File: config.mk
export PLATFORM = sky130hd
export DESIGN_NAME = me_stage_flat
export DESIGN_NICKNAME = d
export VERILOG_FILES = /design/src/rtl/me_stage_if.sv /design/src/rtl/me_stage.sv /design/src/flat_wrapper.sv
export SDC_FILE = /design/constraint.sdc
export NUM_CORES = 1
export LEC_CHECK = 0
export ABC_AREA = 1
export ABC_CLOCK_PERIOD_IN_PS = 1900
export CAP_MARGIN = 20
export CORE_MARGIN = 10
export CORE_UTILIZATION = 36
export DETAILED_ROUTE_END_ITERATION = 6
export PLACE_DENSITY = 0.77
export SLEW_MARGIN = 20
export SYNTH_ARGS = -nofsm -noshare
export SYNTH_HDL_FRONTEND = slang
export SYNTH_SLANG_ARGS = --single-unit
File: constraint.sdc
create_clock -name clk -period 1.9 [get_ports clk]
set_clock_uncertainty 0.2 [all_clocks]
set_input_delay 0.475 -clock clk [delete_from_list [all_inputs] [get_ports clk]]
set_output_delay 0.475 -clock clk [all_outputs]
set_load 0.01 [all_outputs]
File: src/rtl/me_stage_if.sv
// rtl/me_stage_if.sv - EX->ME->WB handshake and bus bundle for the memory-access stage
interface me_stage_if;
  logic        ES_Valid;
  logic        ME_Unit_Ready;
  logic [73:0] EX_to_ME_Bus;
  logic [31:0] data_sram_rdata;
  logic        ME_Valid;
  logic        WB_Unit_Ready;
  logic [69:0] ME_to_WB_Bus;
  logic [37:0] ME_to_ID_Bypass;

  // master: the memory-access stage itself
  modport master (
    input  ES_Valid,
    output ME_Unit_Ready,
    input  EX_to_ME_Bus,
    input  data_sram_rdata,
    output ME_Valid,
    input  WB_Unit_Ready,
    output ME_to_WB_Bus,
    output ME_to_ID_Bypass
  );

  // slave: the surrounding pipeline (execute, SRAM, write-back, decode)
  modport slave (
    output ES_Valid,
    input  ME_Unit_Ready,
    output EX_to_ME_Bus,
    output data_sram_rdata,
    input  ME_Valid,
    output WB_Unit_Ready,
    input  ME_to_WB_Bus,
    input  ME_to_ID_Bypass
  );
endinterface

File: src/rtl/me_stage.sv
// rtl/me_stage.sv - memory-access pipeline stage; define ME_FWD_EN to forward final_result on the bypass bus
module me_stage #(
  parameter logic [31:0] RESET_PC = 32'h1c000000
) (
  input  logic        clk,
  input  logic        reset,
  me_stage_if.master  bus_if
);

  // load_op encodings
  localparam logic [2:0] LD_W  = 3'b000;
  localparam logic [2:0] LD_B  = 3'b001;
  localparam logic [2:0] LD_H  = 3'b010;
  localparam logic [2:0] LD_BU = 3'b011;
  localparam logic [2:0] LD_HU = 3'b100;

  logic        me_valid_q, me_valid_d;
  logic [31:0] pc_q, pc_d;
  logic        rf_we_q, rf_we_d;
  logic [4:0]  dest_q, dest_d;
  logic [31:0] alu_result_q, alu_result_d;
  logic        res_from_mem_q, res_from_mem_d;
  logic [2:0]  load_op_q, load_op_d;

  logic        ready_go;
  logic        me_ready;
  logic        accept;
  logic [1:0]  addr;
  logic [7:0]  load_byte;
  logic [15:0] load_half;
  logic [31:0] load_result;
  logic [31:0] final_result;
  logic        wr_valid;

  // SRAM data arrives while the instruction sits in ME, so the stage never waits
  assign ready_go = 1'b1;

  // Free when empty or when write-back drains us this cycle; independent of ES_Valid
  assign me_ready = ~me_valid_q | (ready_go & bus_if.WB_Unit_Ready);
  assign accept   = bus_if.ES_Valid & me_ready;

  assign bus_if.ME_Unit_Ready = me_ready;
  assign bus_if.ME_Valid      = me_valid_q;

  // Next-state: load a new instruction (or bubble) whenever the slot frees up
  always_comb begin
    me_valid_d     = me_valid_q;
    pc_d           = pc_q;
    rf_we_d        = rf_we_q;
    dest_d         = dest_q;
    alu_result_d   = alu_result_q;
    res_from_mem_d = res_from_mem_q;
    load_op_d      = load_op_q;
    if (me_ready) begin
      me_valid_d = bus_if.ES_Valid;
    end
    if (accept) begin
      pc_d           = bus_if.EX_to_ME_Bus[73:42];
      rf_we_d        = bus_if.EX_to_ME_Bus[41];
      dest_d         = bus_if.EX_to_ME_Bus[40:36];
      alu_result_d   = bus_if.EX_to_ME_Bus[35:4];
      res_from_mem_d = bus_if.EX_to_ME_Bus[3];
      load_op_d      = bus_if.EX_to_ME_Bus[2:0];
    end
  end

  // Stage register with synchronous reset; reset also drops any stalled instruction
  always_ff @(posedge clk) begin
    if (reset) begin
      me_valid_q     <= 1'b0;
      pc_q           <= RESET_PC;
      rf_we_q        <= 1'b0;
      dest_q         <= 5'd0;
      alu_result_q   <= 32'd0;
      res_from_mem_q <= 1'b0;
      load_op_q      <= 3'b000;
    end else begin
      me_valid_q     <= me_valid_d;
      pc_q           <= pc_d;
      rf_we_q        <= rf_we_d;
      dest_q         <= dest_d;
      alu_result_q   <= alu_result_d;
      res_from_mem_q <= res_from_mem_d;
      load_op_q      <= load_op_d;
    end
  end

  assign addr = alu_result_q[1:0];

  // Pick the addressed byte out of the returned word
  always_comb begin
    load_byte = bus_if.data_sram_rdata[7:0];
    case (addr)
      2'd0:    load_byte = bus_if.data_sram_rdata[7:0];
      2'd1:    load_byte = bus_if.data_sram_rdata[15:8];
      2'd2:    load_byte = bus_if.data_sram_rdata[23:16];
      default: load_byte = bus_if.data_sram_rdata[31:24];
    endcase
  end

  // Halfword select only looks at addr[1]; addr[0] is ignored for halfword loads
  always_comb begin
    load_half = addr[1] ? bus_if.data_sram_rdata[31:16] : bus_if.data_sram_rdata[15:0];
  end

  // Extend according to load type; unused encodings behave as a word load
  always_comb begin
    load_result = bus_if.data_sram_rdata;
    case (load_op_q)
      LD_W:    load_result = bus_if.data_sram_rdata;
      LD_B:    load_result = {{24{load_byte[7]}}, load_byte};
      LD_BU:   load_result = {24'd0, load_byte};
      LD_H:    load_result = {{16{load_half[15]}}, load_half};
      LD_HU:   load_result = {16'd0, load_half};
      default: load_result = bus_if.data_sram_rdata;
    endcase
  end

  assign final_result = res_from_mem_q ? load_result : alu_result_q;

  // A bubble must never present a write enable downstream
  assign bus_if.ME_to_WB_Bus = {pc_q, rf_we_q & me_valid_q, dest_q, final_result};

  // r0 is hardwired zero, so a write to it is never a hazard or a forward source
  assign wr_valid = me_valid_q & rf_we_q & (dest_q != 5'd0);

`ifdef ME_FWD_EN
  // Full forwarding: decode can take the loaded value directly
  assign bus_if.ME_to_ID_Bypass = {wr_valid, dest_q, final_result};
`else
  // Hazard detection only: decode stalls on a match, data field is unused
  assign bus_if.ME_to_ID_Bypass = {wr_valid, dest_q, 32'd0};
`endif

endmodule

File: src/flat_wrapper.sv
// flat-port wrapper written by rule: the top's interface ports become plain ports
module me_stage_flat 
#(
  parameter logic [31:0] RESET_PC = 32'h1c000000
)
  (clk, reset, bus_if_ES_Valid, bus_if_ME_Unit_Ready, bus_if_EX_to_ME_Bus, bus_if_data_sram_rdata, bus_if_ME_Valid, bus_if_WB_Unit_Ready, bus_if_ME_to_WB_Bus, bus_if_ME_to_ID_Bypass);
  me_stage_if bus_if_i ();
  input  logic clk;
  input  logic reset;
  input wire logic [$bits(bus_if_i.ES_Valid)-1:0] bus_if_ES_Valid;
  output wire logic [$bits(bus_if_i.ME_Unit_Ready)-1:0] bus_if_ME_Unit_Ready;
  input wire logic [$bits(bus_if_i.EX_to_ME_Bus)-1:0] bus_if_EX_to_ME_Bus;
  input wire logic [$bits(bus_if_i.data_sram_rdata)-1:0] bus_if_data_sram_rdata;
  output wire logic [$bits(bus_if_i.ME_Valid)-1:0] bus_if_ME_Valid;
  input wire logic [$bits(bus_if_i.WB_Unit_Ready)-1:0] bus_if_WB_Unit_Ready;
  output wire logic [$bits(bus_if_i.ME_to_WB_Bus)-1:0] bus_if_ME_to_WB_Bus;
  output wire logic [$bits(bus_if_i.ME_to_ID_Bypass)-1:0] bus_if_ME_to_ID_Bypass;
  assign bus_if_i.ES_Valid = bus_if_ES_Valid;
  assign bus_if_ME_Unit_Ready = bus_if_i.ME_Unit_Ready;
  assign bus_if_i.EX_to_ME_Bus = bus_if_EX_to_ME_Bus;
  assign bus_if_i.data_sram_rdata = bus_if_data_sram_rdata;
  assign bus_if_ME_Valid = bus_if_i.ME_Valid;
  assign bus_if_i.WB_Unit_Ready = bus_if_WB_Unit_Ready;
  assign bus_if_ME_to_WB_Bus = bus_if_i.ME_to_WB_Bus;
  assign bus_if_ME_to_ID_Bypass = bus_if_i.ME_to_ID_Bypass;
  me_stage #(.RESET_PC(RESET_PC)) u_core (.clk(clk), .reset(reset), .bus_if(bus_if_i));
endmodule
==> summary.txt, run 1 <==
Critical path
  • Critical path class: register to primary output
  • Worst path arrival time: 1.81 ns
  • Crit start category: register
  • Setup crit end kind: primary output
  • Worst endpoint required time: 1.22 ns
  • Critical path peak fanout: 8

Clock tree
  • Skew-Pair Late Insertion Delay: 0.33 ns
  • Root Driver: clkbuf_16
  • CTS tree: yes
  • CTS H-tree depth: 3
  • Clk buf depth: 2
  • Hold_buf cts: 0
  • Sink Count: 75
  • TritonCTS Buffers: 9
  • Clk slew on worst S/H paths: 0.06 ns

STA
  • Fin. Hold Viols: 0
  • Fin worst setup slack: -0.581 ns
  • RSZ-0062 raised after global routing: true
  • Tcrit/Tclk final: 131%
  • Pins Over Slew Limit: 0
  • Fin crit period: 2.48 ns
  • Setup TNS: -14.72 ns
  • Highest Clock Rate: 0.403 GHz
  • # setup viols final: 33

Worst hold path
  • Worst Hold Class: register to register

Global route
  • Busiest grt layer: met2
  • Vias in the first global route: 4997
  • Initial antenna violation count: 0
  • Met1 usage: 20.1%
  • Largest net degree at the start of global routing: 37
  • GRT Util Overall: 18.8%
  • Global-route wire length before repair: 25200 um
  • Met2 Use GR: 32.4%
  • Gr ovfl total: 0
  • Grt met3 use: 9.35%

Die
  • Chip width: 128 um
  • Rows: 39
  • DIE AREA: 0.0163 sq mm
  • IO Pins: 220
  • Effective utilization at floorplan: 36.6%
  • Core box area: 0.0114 sq mm
  • Die height: 128 um

Outcome
  • Violated checks: setup timing
  • Outcome: complete, but fails checks

Placement
  • # port buffers: 187
  • Dpl hpwl: 12300 um
  • Placed cell count: 1009
  • DP Area: 0.00648 sq mm
  • Gpl congestion: 0.883

Detailed routing
  • DR DRC count: 0
  • Wire per inst: 16.1 um
  • Number of DRC markers in iteration 0: 400
  • Routed vias: 5045
  • Routed Antenna Nets: 0
  • Vias per Instance: 4.84
  • WL final: 16700 um
  • Drt pass-1 iters: 5

Synthesis
  • Sequential-to-total area share from yosys stat: 35.9%
  • Unique masters post-synth: 23
  • Top-count cell post-synth: nor2_1
  • Top-area cell type share of the netlist area: 35.9%
  • Synth Register Bits: 75
  • Post-synth EDFFs: 0
  • Asr flop ratio synth: 0%
  • Most area-consuming cells after synthesis: dfxtp_1, nor2_1, nand2_1
  • Cells after synthesis: 675
  • Synthesized cell area: 0.00418 sq mm
  • Ys Warns: 0
  • Post-Syn Area per Cell: 6.19 sq um
  • Most frequent cells after synthesis: nor2_1, nand2_1, o21ai_0
  • Cell taking the most area after synthesis: dfxtp_1
  • Top_reg_cell synth: dfxtp_1

Layout
  • Share of layout cells above drive strength 1: 24.9%
  • Design area: 0.00731 sq mm
  • Multi-input logic area: 0.00263 sq mm
  • Register area: 0.00151 sq mm
  • Final net count: 1005
  • Layout fillers: 1047
  • Antenna Cells: 0
  • Final std cells w/o fill: 1042
  • Area Overhead vs Synth: 74.8%

Power and ir drop
  • Leakage: 3.62 nW
  • Sw Ratio: 30.9%
  • VDD IR max: 419 uV
  • Pwr dens: 711 mW/mm^2
  • Part of the power in registers: 34.1%
  • NetSw: 1.61 mW
  • Combinational share of power: 34.0%
  • Internal power: 3.59 mW
  • Clock network fraction of total power: 31.9%

Run
  • Total of max-cap violations: 0
cell families (layout without fill, tap and decap cells):
logic type	Yosys count	in the layout	share of synthesized area, %
flip-flops	75	75	35.9
buffers and inverters	104	297	13.2
other	1	32	0.0897
AND/OR/NAND/NOR	394	394	38.6
AO/OA/AOI/OAI	101	101	12.2
worst paths after layout:
path	start	cells after the start	slack, ns	end
setup / recovery	u_core.alu_result_q[1]$_SDFFE_PP0P_	9	-0.58	bus_if_ME_to_WB_Bus[19]
hold / removal	u_core.pc_q[26]$_SDFFE_PP1P_	2	0.27	u_core.pc_q[26]$_SDFFE_PP1P_
setup reg to reg	u_core.bus_if.ME_Valid$_SDFFE_PP0N_	8	0.32	u_core.alu_result_q[7]$_SDFFE_PP0P_
hold reg to reg	u_core.pc_q[26]$_SDFFE_PP1P_	2	0.27	u_core.pc_q[26]$_SDFFE_PP1P_
per-stage QoR:
stage | hold WS [ns] | utilization [%] | setup WS, ns | power (mW)
finish | 0.265 | 64.0 | -0.581 | 5.20
global route | 0.303 | 64.0 | -0.629 | 5.47
CTS | 0.276 | 61.5 | -0.540 | 5.12
detailed placement | 0.262 | 56.8 | -1.25 | 3.40
global placement | 0.254 | 56.8 | -1.20 | 3.38
floorplan | 0.255 | - | -0.0411 | 2.60
layout make-up:
| type | instances | share of cell area, % |
|---|---|---|
| timing repair buffer | 260 | 35.7 |
| sequential | 75 | 20.7 |
| multi-input combinational | 527 | 36.0 |
| clock inverter | 4 | 0.719 |
| tap | 143 | 2.45 |
| inverter | 22 | 1.32 |
| clock buffer | 11 | 3.18 |
power by group through the flow:
stage / Clock [mW] / Sequential [mW] / Combinational [mW]
final: 1.66 / 1.77 / 1.77
after global routing: 1.75 / 1.79 / 1.93
after CTS: 1.69 / 1.77 / 1.67
after detailed placement: 0 / 1.80 / 1.60
after global placement: 0 / 1.80 / 1.59
after floorplan: 0 / 1.82 / 0.772
worst max-delay path, stage by stage (launching register included):
cell,delay (ns)
dfxtp_4,0.42
nand2_2,0.08
or2_4,0.25
nand3_4,0.09
nand2_4,0.08
buf_12,0.13
buf_12,0.13
nor2_2,0.10
nor2_1,0.06
buf_2,0.14
flip-flops by register name, indices dropped and copies added, names as in the netlist:
| register | count |
|---|---|
| u_core.alu_result_q | 32 |
| u_core.bus_if.ME_Valid | 1 |
| u_core.dest_q | 5 |
| u_core.load_op_q | 3 |
| u_core.pc_q | 32 |
| u_core.res_from_mem_q | 1 |
| u_core.rf_we_q | 1 |
per-layer routing:
metal,wire (um),vias to the layer above
met5,0,-
met1,6230,2253
met2,8100,245
met4,305,0
li1,-,2515
met3,2110,32
layout by cell type, fill, tap and decap left out, drive strengths merged, types with 20 or more instances in the layout:
cell,count
nor2,187
nand2,140
clkdlybuf4s50,104
buf,103
o21ai,79
dfxtp,75
nand3,64
dlygate4sd2,33
conb,32
a21oi,21
inv,20
repair_timing:
item,4_1_cts,5_1_grt
setup buffers,10,4
gates cloned,2,3
setup endpoints to repair,60,48
resized for setup,254,58
pin swaps,19,10
Note: power is estimated with default switching activity, not from simulation.
==> run 2: changes to the inputs <==
- ABC_AREA: 1 -> 0
- CORE_UTILIZATION: 36 -> 35
- CTS_BUF_LIST: not set -> sky130_fd_sc_hd__clkbuf_16
- PLACE_DENSITY: 0.77 -> 0.78
==> summary.txt, run 2 <==
Critical path
  • Critical path class: input pin to primary output
  • Critical path peak fanout: 16
  • Worst path arrival time: 2.11 ns
  • Worst Reg-to-Reg Cells: 6
  • Crit Reg-Reg Startpoint: u_core.bus_if.ME_Valid$_SDFFE_PP0N_
  • Setup crit start: bus_if_data_sram_rdata[31]
  • Worst R2R End: u_core.dest_q[2]$_SDFFE_PP0P_
  • Crit start category: input pin
  • Setup crit end kind: primary output
  • R2R Setup Slk: 0.44 ns
  • Worst endpoint required time: 1.22 ns

Layout
  • Share of layout cells above drive strength 1: 22.8%
  • Area Overhead vs Synth: 72.7%
  • Most frequent cells in the layout: nand2_1, clkdlybuf4s50_1, a21oi_1, dfxtp_1
  • Design area: 0.00660 sq mm
  • Most common cell after layout, fill and taps aside: nand2_1
  • Antenna Cells: 0
  • Registers with the most flip-flops: u_core.alu_result_q: 32 flops, u_core.pc_q: 32 flops, u_core.dest_q: 5 flops
  • Final net count: 841
  • Final std cells w/o fill: 876

Synthesis
  • Post-synth EDFFs: 0
  • Ys Warns: 0
  • Top-count cell post-synth: nand2_1
  • Cells after synthesis: 509
  • Most frequent cells after synthesis: nand2_1, a21oi_1, dfxtp_1
  • Unique masters post-synth: 43
  • Cell taking the most area after synthesis: dfxtp_1
  • Synth Register Bits: 75
  • Sequential-to-total area share from yosys stat: 39.3%
  • Asr flop ratio synth: 0%
  • Most area-consuming cells after synthesis: dfxtp_1, nand2_1, a21oi_1
  • Top_reg_cell synth: dfxtp_1
  • Top-area cell type share of the netlist area: 39.3%
  • Post-Syn Area per Cell: 7.51 sq um
  • Synthesized cell area: 0.00382 sq mm

STA
  • Fin crit period: 2.79 ns
  • Pins Over Slew Limit: 0
  • # setup viols final: 33
  • Tcrit/Tclk final: 147%
  • Fin worst setup slack: -0.890 ns
  • Fin. Hold Viols: 0
  • RSZ-0062 raised after global routing: true
  • Highest Clock Rate: 0.358 GHz

Detailed routing
  • Routed vias: 4462
  • Routed Antenna Nets: 0
  • Number of DRC markers in iteration 0: 256
  • DR DRC count: 0
  • Drt pass-1 iters: 5
  • Wire per inst: 18.4 um
  • Vias per Instance: 5.09
  • WL final: 16100 um

Die
  • Rows: 38
  • Die height: 124 um
  • Chip width: 124 um
  • DIE AREA: 0.0155 sq mm
  • Core box area: 0.0107 sq mm
  • Effective utilization at floorplan: 35.6%
  • IO Pins: 220

Placement
  • # port buffers: 187
  • Gpl congestion: 0.942
  • DP Area: 0.00606 sq mm
  • Dpl hpwl: 12300 um
  • Post-place setup slack: -1.64 ns
  • Placed cell count: 846

Worst hold path
  • Hold_sp: u_core.pc_q[4]$_SDFFE_PP0P_
  • Worst Hold Class: register to register
  • Worst hold path depth: 2
  • Hold EP: u_core.pc_q[4]$_SDFFE_PP0P_

Clock tree
  • TritonCTS Buffers: 9
  • Clk buf depth: 2
  • Hold_buf cts: 0
  • CTS H-tree depth: 3
  • Sink Count: 75
  • CTS tree: yes
  • Skew-Pair Late Insertion Delay: 0.33 ns
  • Clk slew on worst S/H paths: 0.06 ns
  • Root Driver: clkbuf_16

Global route
  • Global-route wire length before repair: 24300 um
  • Initial antenna violation count: 0
  • Largest net degree at the start of global routing: 41
  • Gr ovfl total: 0
  • GRT Util Overall: 19.3%
  • Vias in the first global route: 4493

Outcome
  • Violated checks: setup timing
  • Outcome: complete, but fails checks

Run
  • Total of max-cap violations: 0

Power and ir drop
  • Pwr dens: 723 mW/mm^2
  • VDD IR max: 565 uV
  • Leakage: 2.91 nW
==> run 2: cell count changes in the layout (fill, tap and decap cells not counted), sizes merged, moves of 17 or more <==
cell,change
nand3,-62
inv,-17
a21oi,+66
nand2,+17
nor2,-170
o21ai,-68
==> run 2: where the power goes <==
part           switching [mW]  leakage, nW  internal (mW)
Combinational           0.569         2.13          0.643
Sequential             0.0619        0.620           1.67
Clock                   0.680        0.157           1.15
==> run 2: cell type report <==
class | instances | area [sq um]
fill | 931 | 4150
timing repair buffer | 256 | 2380
multi-input combinational | 386 | 2200
sequential | 75 | 1510
clock buffer | 9 | 225
tap | 140 | 175
clock inverter | 7 | 93.8
inverter | 3 | 11.3
==> run 2: worst max-delay path by stage <==
stage	slack [ns]	cells past startpoint	endpoint
2_1_floorplan	-0.35	4	bus_if_ME_to_WB_Bus[10]
3_3_place_gp	-1.48	6	bus_if_ME_to_WB_Bus[16]
3_5_place_dp	-1.64	7	bus_if_ME_to_WB_Bus[16]
4_1_cts	-0.88	7	bus_if_ME_to_WB_Bus[16]
5_1_grt	-0.93	6	bus_if_ME_to_WB_Bus[13]
6_report	-0.89	8	bus_if_ME_to_WB_Bus[16]
==> run 2: cells by family (layout without fill, tap and decap cells) <==
| kind of cell | Yosys count | after routing | share of synthesized area [%] |
|---|---|---|---|
| AO/OA/AOI/OAI | 139 | 139 | 23.2 |
| XOR/XNOR | 2 | 2 | 0.458 |
| buffers and inverters | 79 | 275 | 11.8 |
| flip-flops | 75 | 75 | 39.3 |
| multiplexers | 10 | 10 | 2.98 |
| other | 1 | 32 | 0.0981 |
| AND/OR/NAND/NOR | 203 | 203 | 22.2 |
==> run 2: critical path, cell delays in order <==
cell	delay, ns
dlygate4sd2_1	0.27
mux4_2	0.51
buf_6	0.15
nand3b_4	0.07
a211oi_4	0.06
buf_12	0.15
a221o_1	0.29
buf_6	0.14
==> run 2: routing by layer <==
layer	part of all wire, %	GRT usage (%)
met3	12	10.2
met1	37	20.4
met5	0	0
met2	49	32.0
met4	2.5	6.85
==> run 2: repair_timing <==
item,4_1_cts,5_1_grt
pin swaps,16,11
gates resized for setup,232,24
buffers inserted,12,3
endpoints found under the setup margin,76,35
==> run 2: per-stage QoR <==
| stage | power, mW | util [%] | TNS, ns | hold WS, ns |
|---|---|---|---|---|
| 2_1_floorplan | 2.30 | - | -7.75 | 0.231 |
| 3_3_place_gp | 2.92 | 56.4 | -52.51 | 0.239 |
| 3_5_place_dp | 2.95 | 56.4 | -56.00 | 0.247 |
| 4_1_cts | 4.77 | 60.4 | -25.84 | 0.253 |
| 5_1_grt | 4.96 | 61.4 | -28.25 | 0.263 |
| 6_report | 4.77 | 61.4 | -26.50 | 0.250 |
==> run 3: changes to the inputs <==
- CTS_BUF_LIST: sky130_fd_sc_hd__clkbuf_16 -> not set
==> summary.txt, run 3 (synthesis gave the netlist of run 2 again) <==
Die
  • DIE AREA: 0.0155 sq mm
  • Die height: 124 um
  • Effective utilization at floorplan: 35.6%
  • Chip width: 124 um
  • Core box area: 0.0107 sq mm
  • IO Pins: 220
  • Rows: 38

Global route
  • GRT Util Overall: 19.3%
  • Initial antenna violation count: 0
  • Gr ovfl total: 0
  • Met2 Use GR: 31.9%
  • Met1 usage: 20.3%
  • Busiest grt layer: met2
  • Global-route wire length before repair: 24300 um
  • Vias in the first global route: 4515
  • Largest net degree at the start of global routing: 41
  • Grt met3 use: 10.2%

Critical path
  • Critical path peak fanout: 7
  • Crit start category: register
  • CP max stage cell: o41ai_1
  • Most numerous cell on the critical path: buf_12
  • Max incr delay on CP: 0.41 ns
  • Critical path class: register to primary output
  • Worst endpoint required time: 1.22 ns
  • Worst path cell trace: buf_12, buf_12, buf_8, mux2i_1, o41ai_1, a21oi_1, a31oi_2, buf_2
  • Worst path arrival time: 2.20 ns
  • Setup crit end kind: primary output

Clock tree
  • Skew-Pair Late Insertion Delay: 0.35 ns
  • Clk buf depth: 2
  • Clk slew on worst S/H paths: 0.08 ns
  • Hold_buf cts: 0
  • Root Driver: clkbuf_8
  • Sink Count: 75
  • TritonCTS Buffers: 9
  • CTS H-tree depth: 3
  • CTS tree: yes

STA
  • Fin crit period: 2.87 ns
  • Fin worst setup slack: -0.971 ns
  • Fin. Hold Viols: 0
  • Pins Over Slew Limit: 0
  • Tcrit/Tclk final: 151%
  • RSZ-0062 raised after global routing: true
  • Highest Clock Rate: 0.348 GHz
  • Final hold slack: 0.250 ns
  • # setup viols final: 33

Detailed routing
  • Number of DRC markers in iteration 0: 263
  • WL final: 16000 um
  • Routed Antenna Nets: 0
  • DR DRC count: 0
  • Vias per Instance: 5.00
  • Routed vias: 4370
  • Drt pass-1 iters: 4
  • Wire per inst: 18.3 um

Layout
  • Register area: 0.00151 sq mm
  • Util after Layout: 60.4%
  • Share of layout cells above drive strength 1: 23.3%
  • Area Overhead vs Synth: 69.8%
  • Final net count: 839
  • Multi-input logic area: 0.00221 sq mm
  • Layout fillers: 933
  • Registers with the most flip-flops: u_core.alu_result_q: 32 flops, u_core.pc_q: 32 flops, u_core.dest_q: 5 flops
  • Most common cell after layout, fill and taps aside: nand2_1
  • Antenna Cells: 0
  • Most frequent cells in the layout: nand2_1, clkdlybuf4s50_1, a21oi_1, dfxtp_1
  • Final std cells w/o fill: 874

Placement
  • # port buffers: 187
  • Gpl congestion: 0.942
  • Dpl hpwl: 12300 um
  • Post-place setup slack: -1.64 ns
  • Placed cell count: 846

Power and ir drop
  • VDD IR max: 581 uV
  • Pwr dens: 663 mW/mm^2
  • Leakage: 2.84 nW

Outcome
  • Violated checks: setup timing
  • Outcome: complete, but fails checks

Run
  • Total of max-cap violations: 0

Worst hold path
  • Worst Hold Class: register to register
## run 3: cell types whose count changed in the layout (fill, tap and decap cells not counted), sizes merged
cell / change
buf: -2
clkbuf: +1
dlygate4sd2: +1
dlymetal6s2s: -1
inv: -1
## run 3: metal layers
metal / wire, um / vias up
met3: 1840 / 32
li1: - / 2105
met4: 361 / 0
met5: 0 / -
met1: 6040 / 2043
met2: 7770 / 190
## run 3: layout make-up
type                            instances  area share (%)
Inverter                                3           0.174
Sequential cell                        75            23.3
Multi-Input combinational cell        386            34.1
Clock inverter                          6            1.39
Timing Repair Buffer                  254            36.3
Clock buffer                           10            1.97
Tap cell                              140            2.70
## run 3: final timing paths
path,slack (ns),from,cells after the start,to
max,-0.97,u_core.alu_result_q[1]$_SDFFE_PP0P_,8,bus_if_ME_to_WB_Bus[15]
min,0.25,u_core.pc_q[30]$_SDFFE_PP0P_,2,u_core.pc_q[30]$_SDFFE_PP0P_
max reg2reg,0.44,u_core.bus_if.ME_Valid$_SDFFE_PP0N_,6,u_core.dest_q[2]$_SDFFE_PP0P_
min reg2reg,0.25,u_core.pc_q[30]$_SDFFE_PP0P_,2,u_core.pc_q[30]$_SDFFE_PP0P_
## run 3: per-stage QoR
stage / area, sq um / setup TNS, ns / power [mW]
after floorplan: 4010 / -7.75 / 2.30
after global placement: 6060 / -52.51 / 2.92
after detailed placement: 6060 / -56.00 / 2.95
after CTS: 6380 / -26.92 / 4.30
after global routing: 6490 / -28.93 / 4.50
final: 6490 / -26.52 / 4.30
## run 3: worst max-delay path, delay by kind of cell (launching register included)
family | cells | cell delay [ns]
buf+inv | 4 | 0.55
mux | 1 | 0.14
flops | 1 | 0.37
compound gates | 3 | 0.78
## run 3: what timing repair did
action / 4_1_cts / 5_1_grt
gates resized for setup: 235 / 24
pin swaps: 16 / 17
buffers inserted: 12 / 0
endpoints found under the setup margin: 78 / 33
## run 3: where the power goes
group	switching, mW	internal (mW)
clock network	0.625	0.742
registers	0.0619	1.67
logic	0.569	0.639
